## src/rtl/if_pc_sequencer.sv

```systemverilog
// Fetch-stage PC sequencer: picks the next PC, gates the PC and pipeline enables,
// and runs the IDLE / RUN / single-step / HALT-drain state machine.
module if_pc_sequencer #(
  parameter int NB_ADDR      = 32,
  parameter int NB_CNT       = 32,
  parameter int DRAIN_CYCLES = 4
) (
  input  logic               i_clk,
  input  logic               i_reset,
  input  logic               i_start,
  input  logic               i_mode_step,
  input  logic               i_step,
  input  logic [NB_ADDR-1:0] i_pc,
  input  logic               i_stall,
  input  logic               i_branch_taken,
  input  logic [NB_ADDR-1:0] i_branch_target,
  input  logic               i_jump,
  input  logic [NB_ADDR-1:0] i_jump_target,
  input  logic               i_halt,
  output logic [NB_ADDR-1:0] o_pc_next,
  output logic               o_pc_enable,
  output logic               o_pipe_enable,
  output logic               o_flush,
  output logic               o_running,
  output logic               o_halted,
  output logic [NB_CNT-1:0]  o_cycle_count
);

  localparam int NB_DRN = (DRAIN_CYCLES > 1) ? $clog2(DRAIN_CYCLES) : 1;

  localparam logic [2:0] ST_IDLE      = 3'd0;
  localparam logic [2:0] ST_RUN       = 3'd1;
  localparam logic [2:0] ST_STEP_WAIT = 3'd2;
  localparam logic [2:0] ST_STEP_EXEC = 3'd3;
  localparam logic [2:0] ST_DRAIN     = 3'd4;
  localparam logic [2:0] ST_HALTED    = 3'd5;

  logic [2:0]        state_q, state_d;
  logic [NB_DRN-1:0] drain_q, drain_d;
  logic [NB_CNT-1:0] cnt_q, cnt_d;

  logic active, redirect, halt_acc;

  assign active   = (state_q == ST_RUN) || (state_q == ST_STEP_EXEC);
  assign redirect = i_jump | i_branch_taken;
  // A HALT behind a redirect is on the wrong path; a stalled one retries later.
  assign halt_acc = active & i_halt & ~i_stall & ~redirect;

  // Stall hold is realised through o_pc_enable, so the data path shows pc+4.
  always_comb begin
    o_pc_next = i_pc + NB_ADDR'(4);
    if (i_jump)              o_pc_next = i_jump_target;
    else if (i_branch_taken) o_pc_next = i_branch_target;
  end

  assign o_pc_enable   = active & (redirect | ~i_stall) & ~halt_acc;
  assign o_flush       = active & redirect;
  assign o_pipe_enable = active | (state_q == ST_DRAIN);
  assign o_running     = active | (state_q == ST_STEP_WAIT);
  assign o_halted      = (state_q == ST_HALTED);
  assign o_cycle_count = cnt_q;

  always_comb begin
    state_d = state_q;
    drain_d = drain_q;
    cnt_d   = cnt_q;
    if (o_pipe_enable) cnt_d = cnt_q + NB_CNT'(1);
    case (state_q)
      ST_IDLE:      if (i_start) state_d = i_mode_step ? ST_STEP_WAIT : ST_RUN;
      ST_RUN: begin
        if (halt_acc) begin
          state_d = ST_DRAIN;
          drain_d = NB_DRN'(DRAIN_CYCLES - 1);
        end
      end
      ST_STEP_WAIT: if (i_step) state_d = ST_STEP_EXEC;
      ST_STEP_EXEC: begin
        state_d = ST_STEP_WAIT;
        if (halt_acc) begin
          state_d = ST_DRAIN;
          drain_d = NB_DRN'(DRAIN_CYCLES - 1);
        end
      end
      ST_DRAIN: begin
        if (drain_q == '0) state_d = ST_HALTED;
        else               drain_d = drain_q - NB_DRN'(1);
      end
      ST_HALTED:    state_d = ST_HALTED;
      default:      state_d = ST_IDLE;
    endcase
  end

  always_ff @(posedge i_clk) begin
    if (i_reset) begin
      state_q <= ST_IDLE;
      drain_q <= '0;
      cnt_q   <= '0;
    end else begin
      state_q <= state_d;
      drain_q <= drain_d;
      cnt_q   <= cnt_d;
    end
  end

endmodule
```

## config.mk

```make
export PLATFORM = sky130hd
export DESIGN_NAME = if_pc_sequencer
export DESIGN_NICKNAME = d
export VERILOG_FILES = /design/src/rtl/if_pc_sequencer.sv
export SDC_FILE = /design/constraint.sdc
export NUM_CORES = 1
export LEC_CHECK = 0
export BUFFER_PORTS_ARGS = -buffer_cell sky130_fd_sc_hd__clkbuf_2
export CORE_ASPECT_RATIO = 1.75
export CORE_MARGIN = 3
export CORE_UTILIZATION = 44
export CTS_CLUSTER_SIZE = 24
export DETAILED_ROUTE_END_ITERATION = 8
export PLACE_DENSITY = 0.81
export SYNTH_ARGS = -nofsm -noshare
export SYNTH_HDL_FRONTEND = slang
export SYNTH_SLANG_ARGS = --single-unit
```

## constraint.sdc

```tcl
create_clock -name i_clk -period 2.2 [get_ports i_clk]
set_clock_uncertainty 0.15 [all_clocks]
set_input_delay 0.22 -clock i_clk [delete_from_list [all_inputs] [get_ports i_clk]]
set_output_delay 0.22 -clock i_clk [all_outputs]
set_load 0.02 [all_outputs]
```

; ---- Word-level counts from Yosys, hierarchy flattened
; Cells that the tools add are included.
; W data, S select, Z words.
[word_totals]
register_bits = 37
latch_bits = 0
ram_bits = 0
romBits = 0
output_inout_bits = 69
wordCells = 49
n_memories = 0
[classes]
n_addsub = 3
n_mul = 0
div = 0
order_cmp = 0
eq_ne = 11
shifts = 0
n_mux = 12
bitwise_logic = 13
reduce_logical = 7
[ops]
columns = operator, count
row1 = $mux W32, 2
row2 = $add A32 B1 Y32 const B, 1
row3 = $add A32 B3 Y32 const B, 1
row4 = $pmux W3 S6, 1
row5 = $mux W3, 5
row6 = $ne A2 B2 Y1 const B, 4
row7 = $and A1 B1 Y1, 6
row8 = $eq A3 B2 Y1 const B, 2
row9 = $eq A3 B3 Y1 const B, 2
row10 = $mux W2, 3
row11 = $ne A2 B1 Y1 const B, 2
row12 = $or A1 B1 Y1, 4
row13 = $pmux W2 S2, 1
row14 = $reduce_and A4 Y1, 1
row15 = $eq A3 B1 Y1 const B, 1
row16 = $logic_not A3 Y1, 1
row17 = $not A1 Y1, 3
row18 = $reduce_and A3 Y1, 1
row19 = $logic_not A2 Y1, 1
row20 = $reduce_bool A2 Y1, 1
row21 = $reduce_or A2 Y1, 1
row22 = $sub A2 B1 Y2 const B, 1
row23 = $logic_or A1 B1 Y1, 1

; ---- Longest topological paths before layout
[depth]
word_depth = 7
mapped_depth = 7

; ---- Worst setup path before layout
; OpenSTA, ideal clock, no wires.
[synth_timing]
path_type = input-to-output
from = in i_pc[2]
to = out o_pc_next[22]
t_arrival_ns = 1.772
required_time_ns = 1.830
path_slack_ns = 0.058
cell_stages = 6
cell_sequence = ha_1 > nand3_1 > nor3_1 > nand4_1 > xor2_1 > o21ai_0
[synth_via]
elab_chain_len = 3
[synth_rtl]
columns = item, line
row1 = start: declaration, 13  ; input logic [NB_ADDR-1:0] i_pc,
row2 = $add A32 B3 Y32, 51  ; o_pc_next = i_pc + NB_ADDR'(4);
row3 = $mux W32, 53  ; else if (i_branch_taken) o_pc_next = i_branch_target;
row4 = $mux W32, 52  ; if (i_jump) o_pc_next = i_jump_target;
row5 = end: declaration, 20  ; output logic [NB_ADDR-1:0] o_pc_next,
; Every way passes these cells.

; ---- Final worst setup path
[layout_timing]
from = in i_pc[6]
to = out o_pc_next[14]
; The elaborated chain is that of the path after synthesis.

==> impl_metrics.toml <==
[setup_path]
cp-end-kind = "output pin"
crit_fanout = 7
crit_required_ns = 1.83
worstReg2RegEnd = "o_cycle_count[31]"
arrival_ns = 1.73
worstReg2RegStart = "o_cycle_count[4]"
worstSetupStartpointType = "input pin"
critPathKind = "input pin to output pin"
reg2reg_slack_ns = 0.17
r2r.worst_path.cells = 5

[synthesis]
synth.top_cell.area_share_pct = 25.4
synth_fa_ha_area_share_pct = 1.29
synth.area.mux_share_pct = 3.30
synth.largest_area_cell = "dfxtp_1"
ys_ff_latch = 37
yosys_warnings = 0
syn_area_um2 = 2920
synth_cell_types = 48
synth_xor_xnor_area_share_pct = 15.9
synth_seq_area_share_pct = 25.4
synth_fp_nets = 499
synth_top_family_by_area = "simple AND/OR/NAND/NOR gates"
syn_area_per_cell_um2 = 7.46
synth-simple-area-share_pct = 31.7
synthTopCellsByCount = "nor2_1, dfxtp_1, nand2_1"
synth_ff_type = "dfxtp_1"
yosysMostFrequentCell = "nor2_1"
ys_async_sr_fraction_pct = 0
synth_cells = 391
synth_area_leaders = "dfxtp_1, xor2_1, nor2_1, xnor2_1, o21ai_0"
synth_compound_area_share_pct = 18.1
synth-edff-count = 0

[routing]
viasPerCell = 5.50
drt-initial-drc-count = 186
ant_nets = 0
via_count = 3645
drc_errors = 0
firstDrtPassIters = 4
routed_wl_mm = 9.92
routedWlPerCell_um = 15.0

[timing]
fmax_mhz = 476
setup_ws_ns = 0.0994
fin_crit_ns = 2.10
max_slew_margin_pct = 48.8
finalMaxSlewViolations = 0
setup_viol = 0
rsz0062_at_grt = "true"
timing.final.crit_share_pct = 95.5
worstMarginPinSlew_ns = 0.769
hold_violations = 0

[cells_and_area]
syn_to_final_growth_pct = 43.0
drive_gt1_share_pct = 39.8
num-fill-cells = 559
regArea_um2 = 741
final_area_um2 = 4170
nets = 690
diodes = 0
post-route-util_pct = 66.0
multiInputGateArea_um2 = 2080
final_cells = 663

[floorplan]
core_area_um2 = 6320
die-area_um2 = 7680
num_rows = 38
start_util_pct = 46.1
pin_count = 174
die_y_um = 114
die_width_um = 67.5

[global_routing]
grt_pass1_vias = 3568
gr-usage-met1_pct = 26.7
overflow = 0
grtUsageMet3_pct = 6.40
use_met2_pct = 47.4
grt_usage_pct = 25.8
grt_max_degree = 38
busiest_layer = "met2"
antenna_found_initial = 0
grt_pass1_wl_mm = 15.6

[placed_design]
dp_cells = 654
dp_hpwl_mm = 8.29
port_buffers = 173
place_ws_ns = 0.00684
place_area_um2 = 4020
routabilityCongestion = 0.934

[cts]
cts-root-buf = "clkbuf_8"
clkLatencyLatePin_ns = 0.29
clk_path_buf_depth = 2
cts_tree = "yes"
cts_sinks = 37
clk_pin_slew_ns = 0.07
cts_buffers = 5
htree_levels = 2

[status]
status = "complete, no violations"

[hold_path]
hold_start = "i_step"
hp-class = "input pin to flop"
holdPathEnd = "state_q[1]"
holdPathStages = 3

[power_and_ir_drop]
p_leak_nw = 1.91
power.density_nw_per_um2 = 439
ir_worst_vdd_uv = 233

[flow_run]
maxCapViolCount = 0
==> cell usage in the layout, fill, tap and decap left out, types with 6 or more instances in the layout <==
| cell type | netlist | final |
|---|---|---|
| nand2_1 | 36 | 36 |
| xnor2_1 | 18 | 18 |
| and3_1 | 9 | 9 |
| clkbuf_2 | 0 | 163 |
| nand3_1 | 23 | 23 |
| clkbuf_8 | 0 | 7 |
| nand4_1 | 21 | 21 |
| nor3_1 | 7 | 6 |
| nor2_1 | 52 | 52 |
| a21oi_1 | 18 | 18 |
| a22oi_1 | 17 | 17 |
| xor2_1 | 35 | 35 |
| o21ai_0 | 31 | 26 |
| buf_4 | 0 | 35 |
| dfxtp_1 | 37 | 37 |
| inv_1 | 8 | 8 |
==> flip-flops by register name (all words and copies together), names as in the netlist <==
signal and count:
state_q 3, o_cycle_count 32, drain_q 2
==> cell type report <==
cell class              instances  share of cell area, %
multi-input cells             325                   49.9
repair buffers                204                   26.7
flip-flops and latches         37                   17.8
well taps                      80                   2.40
clock buffers                   7                   2.31
inverters                       9                  0.810
clock inverters                 1                  0.120
==> per-stage QoR <==
step / hold WS, ns / power [mW] / TNS, ns
detailed placement: 0.324 / 1.32 / 0
floorplan: 0.266 / 1.05 / 0
CTS: 0.0945 / 1.83 / 0
finish: 0.0980 / 1.83 / 0
global placement: 0.314 / 1.31 / 0
global route: 0.115 / 1.93 / -0.0520
==> worst max-delay path, stage by stage <==
cell and delay (ns):
clkbuf_2 0.09, nand4_1 0.23, buf_4 0.23, nor3_1 0.21, buf_4 0.19, and3_1 0.17, xnor2_1 0.06, o21ai_0 0.13
clkbuf_2 0.21
==> cells by family (layout without fill, tap and decap cells) <==
group | count (synthesis) | count (layout)
mux | 9 | 9
compound gates | 82 | 82
xor+xnor | 53 | 53
flops | 37 | 37
simple gates | 178 | 178
buf+inv | 29 | 221
fa+ha+maj | 3 | 3
==> timing repair <==
item | 4_1_cts | 5_1_grt
hold endpoints to repair | 0 | 0
gates resized for setup | 0 | 28
hold buffers | 0 | 0
buffers inserted | 0 | 1
setup endpoints to repair | 0 | 20
==> power breakdown <==
group	leakage (nW)	internal [mW]	switching (mW)	total (mW)
clock network	0.0542	0.283	0.230	0.513
registers	0.299	0.685	0.0131	0.699
logic	1.56	0.254	0.366	0.620
total	1.91	1.22	0.609	1.83
==> how the worst max path moves through the flow <==
stage	slack [ns]	cells past startpoint	end	from
2_1_floorplan	0.06	6	o_pc_next[22]	i_pc[2]
3_3_place_gp	0.03	7	o_pc_next[31]	i_pc[5]
3_5_place_dp	0.007	7	o_pc_next[31]	i_pc[5]
4_1_cts	0.007	7	o_pc_next[31]	i_pc[5]
5_1_grt	-0.02	9	o_pc_next[16]	i_pc[6]
6_report	0.1	9	o_pc_next[14]	i_pc[6]
==> metal layers <==
metal  wire, um  vias to the layer above  share of wire [%]
met5          0                        -                  0
met4        326                        0                3.3
met3        941                       24                9.5
met2       5160                      171                 52
met1       3490                     1670                 35
li1           -                     1780                  -
(Power assumes the default switching activity.)
